<file path="config.mk">
export PLATFORM = sky130hd
export DESIGN_NAME = gpio_port_ctrl
export DESIGN_NICKNAME = d
export VERILOG_FILES = /design/src/rtl/gpio_port_ctrl.sv
export SDC_FILE = /design/constraint.sdc
export NUM_CORES = 1
export LEC_CHECK = 0
export CORE_MARGIN = 5
export CORE_UTILIZATION = 35
export DETAILED_ROUTE_END_ITERATION = 12
export GPL_TIMING_DRIVEN = 0
export MAX_ROUTING_LAYER = met4
export PLACE_DENSITY = 0.56
export SLEW_MARGIN = 30
export SYNTH_ARGS = -nofsm -noshare
export SYNTH_HDL_FRONTEND = slang
export SYNTH_SLANG_ARGS = --single-unit
</file>
<file path="constraint.sdc">
create_clock -name clk -period 6.8 [get_ports clk]
set_input_delay 1.02 -clock clk [delete_from_list [all_inputs] [get_ports clk]]
set_output_delay 1.02 -clock clk [all_outputs]
set_load 0.05 [all_outputs]
</file>
<file path="src/rtl/gpio_port_ctrl.sv">
// GPIO port controller: direction/output registers, synchronised pin sampling,
// per-bit edge-selectable interrupt status with write-one-to-clear, and a
// registered read port.
module gpio_port_ctrl #(
    parameter int WIDTH       = 8,
    parameter int SYNC_STAGES = 2   // must be at least 2
) (
    input  logic             clk,
    input  logic             rst,
    input  logic [2:0]       addr,
    input  logic             wr_en,
    input  logic             rd_en,
    input  logic [WIDTH-1:0] wr_data,
    output logic [WIDTH-1:0] rd_data,
    output logic             rd_valid,
    input  logic [WIDTH-1:0] io_in,
    output logic [WIDTH-1:0] io_out,
    output logic [WIDTH-1:0] io_oe,
    output logic             irq
);

    localparam logic [2:0] ADDR_DIR    = 3'd0;
    localparam logic [2:0] ADDR_DOUT   = 3'd1;
    localparam logic [2:0] ADDR_PIN    = 3'd2;
    localparam logic [2:0] ADDR_IE     = 3'd3;
    localparam logic [2:0] ADDR_EDGE   = 3'd4;
    localparam logic [2:0] ADDR_STATUS = 3'd5;

    logic [WIDTH-1:0] dir_q;
    logic [WIDTH-1:0] dout_q;
    logic [WIDTH-1:0] ie_q;
    logic [WIDTH-1:0] edge_q;
    logic [WIDTH-1:0] status_q;
    logic [WIDTH-1:0] hist_q;
    logic [WIDTH-1:0] sync_q [SYNC_STAGES];

    logic [WIDTH-1:0] pin;
    logic [WIDTH-1:0] evt;
    logic [WIDTH-1:0] status_set;
    logic [WIDTH-1:0] status_clr;
    logic [WIDTH-1:0] rd_mux;

    // Pads drive straight from the registers; no extra gating.
    assign io_oe  = dir_q;
    assign io_out = dout_q;
    assign irq    = |(status_q & ie_q);

    assign pin = sync_q[SYNC_STAGES-1];

    // Event: selected transition between history and synchroniser output.
    // Only input-direction, enabled bits may latch into STATUS.
    assign evt        = (edge_q & pin & ~hist_q) | (~edge_q & ~pin & hist_q);
    assign status_set = evt & ~dir_q & ie_q;
    assign status_clr = (wr_en && addr == ADDR_STATUS) ? wr_data : '0;

    // Pad synchroniser chain plus one-cycle history of its output.
    always_ff @(posedge clk or posedge rst) begin
        if (rst) begin
            for (int i = 0; i < SYNC_STAGES; i++) sync_q[i] <= '0;
            hist_q <= '0;
        end else begin
            sync_q[0] <= io_in;
            for (int i = 1; i < SYNC_STAGES; i++) sync_q[i] <= sync_q[i-1];
            hist_q <= pin;
        end
    end

    // Configuration registers; PIN and unmapped addresses ignore writes.
    always_ff @(posedge clk or posedge rst) begin
        if (rst) begin
            dir_q  <= '0;
            dout_q <= '0;
            ie_q   <= '0;
            edge_q <= '0;
        end else if (wr_en) begin
            case (addr)
                ADDR_DIR:  dir_q  <= wr_data;
                ADDR_DOUT: dout_q <= wr_data;
                ADDR_IE:   ie_q   <= wr_data;
                ADDR_EDGE: edge_q <= wr_data;
                default:   ;
            endcase
        end
    end

    // Sticky status: write-one-to-clear, a same-cycle set beats the clear.
    always_ff @(posedge clk or posedge rst) begin
        if (rst) status_q <= '0;
        else     status_q <= (status_q & ~status_clr) | status_set;
    end

    // Read mux sees the pre-edge register values, so a read that coincides
    // with a write to the same address returns the old contents.
    always_comb begin
        rd_mux = '0;
        case (addr)
            ADDR_DIR:    rd_mux = dir_q;
            ADDR_DOUT:   rd_mux = dout_q;
            ADDR_PIN:    rd_mux = pin;
            ADDR_IE:     rd_mux = ie_q;
            ADDR_EDGE:   rd_mux = edge_q;
            ADDR_STATUS: rd_mux = status_q;
            default:     rd_mux = '0;
        endcase
    end

    // Read handshake: rd_en sampled high at edge k gives rd_valid=1 with
    // rd_data for the whole following cycle; there is no back-pressure, and
    // rd_data holds its last value while rd_valid is low.
    always_ff @(posedge clk or posedge rst) begin
        if (rst) begin
            rd_data  <= '0;
            rd_valid <= 1'b0;
        end else begin
            rd_valid <= rd_en;
            if (rd_en) rd_data <= rd_mux;
        end
    end

endmodule

</file>
==> out/results.tsv <==
stage	metric	value	unit
sta	Worst-Margin Slew	0.6102	ns
sta	final period utilization	0.4315	
logic_synthesis	gate count after technology mapping	254	
cts	# clock sinks	73	
logic_synthesis	count leader, synth	dfrtp_1	
cts	post-CTS sizing	0	
sta	RSZ-0062 raised after global routing	no	
grt	largest net degree at the start of global routing	43	
floorplan	IO Pins	49	
layout	Layout area overhead	26.05	%
cts	clock buffer depth	2	
sta	min Tclk post-route	2.934	ns
worst_setup_path	CP startpoint kind	flip-flop	
logic_synthesis	Avg Cell Area, Syn	12.12	um^2
worst_setup_path	crit path capture type	output port	
route	via/cell ratio	5.117	
layout	share of cells above drive strength 1	0.2013	
run_status	outcome	finished clean	
floorplan	die area	0.01077	mm^2
cts	Clock Latency Late Sink	0.34	ns
logic_synthesis	share of the synthesized area in the top cell type	0.5933	
route	WL final	7.411	mm
logic_synthesis	most area-hungry cell type in the Yosys netlist	dfrtp_1	
power	Clk network pwr share	0.244	
power	Int Pwr	0.8159	mW
logic_synthesis	commonest cells in the netlist	73 x dfrtp_1, 35 x nand2_1, 28 x mux2_2, 24 x o21ai_0, 16 x nor2_1	
route	vias	2180	
logic_synthesis	Synth cell types	34	
cts	hold-fix buffers at CTS	0	
sta	Hold Fails Final Rpt	0	
power	Worst VDD drop	0.1758	mV
layout	final core occ	0.4494	
logic_synthesis	Yosys reg bits	73	
placed_design	Port Buffers	47	
floorplan	site row count	34	
route	drt wl/cell	17.40	um
placed_design	routability cong.	0.7945	
worst_setup_path	kind of critical path	reg2out	
sta	fmax	340.8	MHz
grt	Tot GR Track Use	0.1504	
logic_synthesis	Syn Nets	277	
sta	Final Setup Violations	0	
logic_synthesis	Async SR Flop Fraction	1.000	
sta	Slew headroom	0.5919	
cts	clock root buffer	clkbuf_8	
sta	max-slew violations	0	
worst_hold_path	Hold Crit Class	reg2reg	
power	P_leak	1.607	nW
layout	ANT cells	0	
logic_synthesis	top cells by area, synth	dfrtp_1 59%, mux2_2 10%, nand2_1 4.3%	
cts	CTS tree	done	
floorplan	Chip Width	103.8	um
power	power density over the cells	318.6	mW/mm^2
floorplan	core area	0.008636	mm^2
cts	CTS Buf Count	9	
sta	worst clock skew	0.009850	ns
logic_synthesis	yosys warns	0	
cts	Post CTS Setup Buffer Count	0	
power	NetSw	0.4208	mW
route	Pre-antenna DRT Iters	4	
route	drt drc	0	
sta	setup_tns	0	ns
layout	filler instances	823	
grt	Congestion Overflow GR	0	
power	combinational power share	0.284	
power	Sw Share	0.3403	
layout	Nets	336	
cts	clk slew on worst S/H paths	0.08	ns
floorplan	Die Height	103.8	um
grt	initial antenna violation count	0	
worst_setup_path	CP Max Fanout	4	
logic_synthesis	number of enable flip-flop cells after synthesis	0	
logic_synthesis	cell area after synthesis	0.003079	mm^2
placed_design	Final HPWL DP	5.123	mm
sta	Fin Hold WS	0.3498	ns
worst_setup_path	Crit path required time	5.78	ns
logic_synthesis	Primary FF master, synth	dfrtp_1	
cts	H-tree depth	3	
power	sequential power share	0.471	
floorplan	initial core utilization	0.3566	
job	max_cap viols	0	
route	DRT iter0 DRCs	90	
grt	first-pass GRT wire length	12.40	mm
route	post-route antenna net violation count	0	
logic_synthesis	post-synthesis sequential area ratio	0.5933	
worst_setup_path	crit path DAT	1.91	ns
grt	number of global-route vias before repair	2373	
==> cell type report <==
| class | count | area (um^2) | area share |
|---|---|---|---|
| flip-flops and latches | 73 | 1827 | 0.4707 |
| multi-input cells | 162 | 1155 | 0.2976 |
| repair buffers | 48 | 490.5 | 0.1264 |
| clock buffers | 13 | 158.9 | 0.04094 |
| well taps | 108 | 135.1 | 0.03482 |
| plain buffers | 9 | 60.06 | 0.01547 |
| inverters | 10 | 40.04 | 0.01032 |
| clock inverters | 3 | 15.01 | 0.003868 |
==> cells in the final DEF (no fill, tap or decap) <==
cell,count
mux4_2,3
nand4_1,1
buf_2,3
nand2b_4,2
clkinv_2,3
inv_2,1
nor2_1,16
buf_6,2
mux2i_1,3
nor3_1,1
a32o_1,8
nor3_2,1
inv_1,8
nor2_2,2
o21ai_0,24
clkbuf_8,11
nand2_1,35
buf_12,1
nor2b_1,2
nand3b_1,1
clkbuf_1,4
a32oi_1,1
a22oi_1,9
o22a_1,1
mux2_2,28
nand2b_1,3
clkdlybuf4s50_1,47
a221oi_1,1
nor4_1,1
a31oi_1,4
and2b_1,1
a21oi_1,7
dfrtp_1,73
inv_4,1
a22o_1,3
nor3_4,2
nand2_2,1
nand3_4,1
buf_4,2
==> kinds of logic (layout without fill, tap and decap cells) <==
group,count (synthesis),in the layout,synth area share
buffers and inverters,19,83,0.03169
and+or+nand+nor,70,70,0.1174
DFF,73,73,0.5933
AOI/OAI and AO/OA,58,58,0.1235
muxes,34,34,0.1341
==> layer usage <==
layer	global-route usage	up-vias	wire length, um	part of all wire
met5	-	-	0	0
met1	0.1910	1074	3407	0.46
met2	0.2245	67	3513	0.47
met4	0.04995	0	107	0.014
met3	0.05348	12	383	0.052
li1	-	1027	-	-
==> stage by stage <==
stage	std cells	instance area [um^2]	power [mW]	setup slack, ns
after floorplan	254	3079	0.8142	3.927
after global placement	409	3685	0.9380	2.608
after detailed placement	410	3707	0.9453	3.945
after CTS	426	3881	1.254	3.829
after global routing	426	3881	1.310	3.757
final	426	3881	1.237	3.866
==> registers in the layout (all words and copies together) (netlist names) <==
register,cells
edge_q,8
hist_q,8
ie_q,8
io_oe,8
io_out,8
pin,8
rd_data,8
status_q,8
sync_q,8
rd_valid,1
==> critical path, stage by stage, from the launching register on <==
cell	delay, ns
dfrtp_1	0.42
a22oi_1	0.24
nand4_1	0.17
clkdlybuf4s50_1	0.74
==> final timing paths <==
check,startpoint,to,slack (ns),depth (start not counted)
min,sync_q[12],pin[4],0.35,0
min reg2reg,sync_q[12],pin[4],0.35,0
max in group asynchronous,rst,rd_data[3],5.21,3
max reg2reg,status_q[1],rd_data[1],5.43,3
min in group asynchronous,rst,io_out[1],1.03,2
max,ie_q[2],irq,3.87,3
==> power by group through the flow <==
| stage | sequential, mW | combinational [mW] | clock [mW] |
|---|---|---|---|
| 2_1_floorplan | 0.671 | 0.143 | 0 |
| 3_3_place_gp | 0.591 | 0.347 | 0 |
| 3_5_place_dp | 0.592 | 0.354 | 0 |
| 4_1_cts | 0.583 | 0.355 | 0.316 |
| 5_1_grt | 0.595 | 0.378 | 0.338 |
| 6_report | 0.583 | 0.352 | 0.302 |
Note: power is estimated with default switching activity, not from simulation.
==> RTL change 1 (same flow settings) <==
`WIDTH`: 8 -> 10.
--- a/src/rtl/gpio_port_ctrl.sv
+++ b/src/rtl/gpio_port_ctrl.sv
@@ -3,5 +3,5 @@
 // registered read port.
 module gpio_port_ctrl #(
-    parameter int WIDTH       = 8,
+    parameter int WIDTH       = 10,
     parameter int SYNC_STAGES = 2   // must be at least 2
 ) (
Interface: changed (5 resized); port bits go from 49 to 59. The function was not compared with the original's and may differ.
==> RTL change 1 against the original RTL <==
- wire length increased by 25%
- power increased by 23%
- cell area increased by 23%
- hold slack improved by 0.0025 ns
- clock power increased by 21%
- sequential cell count increased by 18
- core utilization decreased by 0.37 points
- worst setup slack got worse by 0.36 ns
- area after synthesis increased by 24%
==> RTL change 1: results (changes against the original RTL) <==
setup_path:
  arrival_ns: 2.28  # was 1.91 ns
  r2r-end: "rd_data[6]"  # was rd_data[1]
  startpoint: "ie_q[6]"  # was ie_q[2]
  rr_startpoint: "pin[6]"  # was status_q[1]
  r2r_setup_slack_ns: 5.49  # was 5.43 ns
drt:
  via_per_inst: 5.111  # was 5.117
  firstDrtPassIters: 5  # was 4
  wl_per_cell_um: 17.42  # was 17.40 um
  drtIter0Drc: 123  # was 90
synth:
  synth_cells: 318  # was 254
  synth_compound_area_frac: 0.1288  # was 0.1235
  synth.net_count: 345  # was 277
  synth_area_leaders: "dfrtp_1 (60%), mux2_2 (9.8%), nand2_1 (5.0%)"  # was dfrtp_1 (59%), mux2_2 (10%), nand2_1 (4.3%)
  muxShareOfSynthArea: 0.1367  # was 0.1341
  yosysSeqAreaShare: 0.5981  # was 0.5933
  yosysUniqueCellTypes: 36  # was 34
  synth_common_cells: "dfrtp_1 (91), nand2_1 (51), mux2_2 (33)"  # was dfrtp_1 (73), nand2_1 (35), mux2_2 (28)
sta:
  worst_clock_skew_ns: 0.005819  # was 0.009850 ns
  setup_ws_ns: 3.504  # was 3.866 ns
  worst_slew_pin_slew_ns: 0.8037  # was 0.6102 ns
  whs_ns: 0.3523  # was 0.3498 ns
placed_design:
  place.gp.congestion: 0.7985  # was 0.7945
  placed_area_um2: 4596  # was 3707 um2
  place_inst: 517  # was 410
  hpwl_um: 6319  # was 5123 um
  dp_slack_ns: 3.786  # was 3.945 ns
  io_buffer_count: 58  # was 47
cells_and_area:
  nFillCells: 1029  # was 823
  stdcell_count: 532  # was 426
  drive_gt1_frac: 0.1633  # was 0.2013
  finalNetCount: 415  # was 336
power:
  switching_power_w: 0.0005042  # was 0.0004208 W
  p_clk_w: 0.000365  # was 0.000302 W
  total_power_w: 0.001516  # was 0.001237 W
  ir_drop_mv: 0.1257  # was 0.1758 mV
  powerComb_w: 0.000424  # was 0.000352 W
  p_leak_nw: 1.990  # was 1.607 nW
global_routing:
  grt_max_degree: 61  # was 43
  first_global_vias: 2698  # was 2373
  grt_pass1_wl_um: 14750  # was 12400 um
  grt_util_all_layers: 0.1552  # was 0.1504
run_status:
  status: "finished, final reports clean"  # unchanged
cts:
  cts_max_level: 3  # unchanged
  cts_buffers: 9  # unchanged
  cts_resized: 0  # unchanged
  clk_latency_ns: 0.36  # was 0.34 ns
  cts_max_path_buffers: 2  # unchanged
hold_path:
  holdPathEnd: "pin[6]"  # was pin[4]
  holdCritStartpoint: "sync_q[16]"  # was sync_q[12]
==> RTL change 1: cell types whose count changed in the layout (fill, tap and decap cells not counted), moves of 3 or more <==
cell	change
dfrtp_1	+18
nand2_1	+16
clkdlybuf4s50_1	+11
mux2i_1	+7
mux2_2	+5
o22a_1	+5
a21oi_1	-3
buf_2	+3
nor2_1	+3
o211ai_1	+3
o21ai_0	+3
==> RTL change 1: layer usage <==
layer  vias to the layer above  share of wire  GRT usage
li1                       1277              -          -
met1                      1346           0.47     0.2116
met2                        80           0.46     0.2264
met3                        16          0.052    0.02907
met4                         0          0.025    0.06809
met5                         -              0          -
==> RTL change 1: final cells by class <==
type / instances / area, um2 / area share
clock buffer: 13 / 158.9 / 0.03318
sequential: 91 / 2277 / 0.4754
buffer: 13 / 82.58 / 0.01724
inverter: 11 / 46.29 / 0.009666
clock inverter: 2 / 35.03 / 0.007315
multi-input combinational: 203 / 1406 / 0.2936
timing repair buffer: 59 / 608.1 / 0.1270
tap: 140 / 175.2 / 0.03657
==> RTL change 2 (same settings) <==
Without the edit above. The output `rd_valid` loses its register stage (`rd_valid` becomes a continuous assignment).
--- a/src/rtl/gpio_port_ctrl.sv
+++ b/src/rtl/gpio_port_ctrl.sv
@@ -111,11 +111,11 @@
         if (rst) begin
             rd_data  <= '0;
-            rd_valid <= 1'b0;
         end else begin
-            rd_valid <= rd_en;
             if (rd_en) rd_data <= rd_mux;
         end
     end
 
+    assign rd_valid = rd_en;
+
 endmodule
 
Behaviour: not the same (Yosys sat finds a counterexample within 4 cycles, from zero or initial values and one cycle with rst high).
==> RTL change 2 against the original RTL <==
- wire length up 1.7%
- critical path depth unchanged
- power is 11% higher
- sequential cell count down 1
- worst setup slack got worse by 0.70 ns
- clock power increased by 46%
- hold slack is essentially flat
- register-to-register slack gained 0.02 ns
- area after synthesis is 0.57% lower
- global-route usage increased by 0.13 points
- cell area is 1.8% higher
- fmax down 19%
- critical path type is now in2out
==> RTL change 2: results (changes against the original RTL) <==
run_status:
  status: "finished, final reports clean"  # unchanged
power:
  ir_drop_mv: 0.1669  # was 0.1758 mV
  switching_share: 0.3139  # was 0.3403
  p_clk_w: 0.000442  # was 0.000302 W
  p_leak_nw: 1.634  # was 1.607 nW
  p_int_w: 0.0009407  # was 0.0008159 W
  pg_seq_w: 0.000578  # was 0.000583 W
cts:
  clock-root-buffer: "clkbuf_8"  # unchanged
  post_cts_buffers: 0  # unchanged
  cts_max_level: 3  # unchanged
sta:
  setup_ws_ns: 3.166  # was 3.866 ns
  worst_clock_skew_ns: 0.01159  # was 0.009850 ns
  whs_ns: 0.3494  # was 0.3498 ns
  maxSlewHeadroom: 0.5492  # was 0.5919
cells_and_area:
  drive_gt1_frac: 0.2044  # was 0.2013
  nFillCells: 812  # was 823
  post-route-cell-area_um2: 3950  # was 3881 um2
synth:
  muxShareOfSynthArea: 0.1349  # was 0.1341
  yosysSeqAreaShare: 0.5885  # was 0.5933
  synth_common_cells: "dfrtp_1 (72), nand2_1 (35), mux2_2 (28)"  # was dfrtp_1 (73), nand2_1 (35), mux2_2 (28)
  synthAdderAreaFrac: 0  # unchanged
  synth_compound_area_frac: 0.1242  # was 0.1235
  synth_area_leaders: "dfrtp_1 (59%), mux2_2 (10%), nand2_1 (4.3%)"  # unchanged
global_routing:
  grt_util_all_layers: 0.1517  # was 0.1504
  first_global_vias: 2298  # was 2373
  grt_antenna_before_repair: 0  # unchanged
  grt_pass1_wl_um: 12410  # was 12400 um
setup_path:
  cp_max_fo: 8  # was 4
  critical-path-max-stage-delay_ns: 0.79  # was 0.74 ns
  cp_slowest_cell: "clkdlybuf4s50_1"  # unchanged
  startpoint: "rd_en"  # was ie_q[2]
  arrival_ns: 2.61  # was 1.91 ns
  path_delay_family: "buffers and inverters"  # unchanged
  rr_startpoint: "io_oe[1]"  # was status_q[1]
  cp-endpoint: "rd_valid"  # was irq
  r2r_setup_slack_ns: 5.45  # was 5.43 ns
placed_design:
  place.gp.congestion: 0.7972  # was 0.7945
  placed_area_um2: 3690  # was 3707 um2
  hpwl_um: 5212  # was 5123 um
  dp_slack_ns: 3.161  # was 3.945 ns
drt:
  via_per_inst: 5.070  # was 5.117
  finalWirelength_um: 7540  # was 7411 um
  drtIter0Drc: 97  # was 90
hold_path:
  holdPathStages: 0  # unchanged
==> RTL change 2: cell types whose count changed in the layout (fill, tap and decap cells not counted) <==
cell / delta
buf_4: +1
bufinv_16: +4
clkbuf_8: -2
clkinv_2: -3
clkinv_4: +1
dfrtp_1: -1
==> RTL change 2: final cells by class <==
type                    instances  area share
clock inverters                 5     0.03263
plain buffers                  10     0.01710
well taps                     108     0.03421
multi-input cells             162      0.2924
flip-flops and latches         72      0.4561
clock buffers                  11     0.03326
repair buffers                 48      0.1242
inverters                      10     0.01014
==> RTL change 2: routing by layer <==
metal,part of all wire,vias to the layer above,GRT usage
met3,0.041,18,0.03358
met1,0.48,1067,0.2056
met4,0.026,0,0.07123
li1,-,1019,-
met2,0.45,56,0.2163
met5,0,-,-
==> RTL change 2: cells by family (layout without fill, tap and decap cells) <==
group / count (synthesis) / count (layout)
multiplexers: 34 / 34
buffers and inverters: 20 / 84
AO/OA/AOI/OAI: 58 / 58
flip-flops: 72 / 72
AND/OR/NAND/NOR: 70 / 70
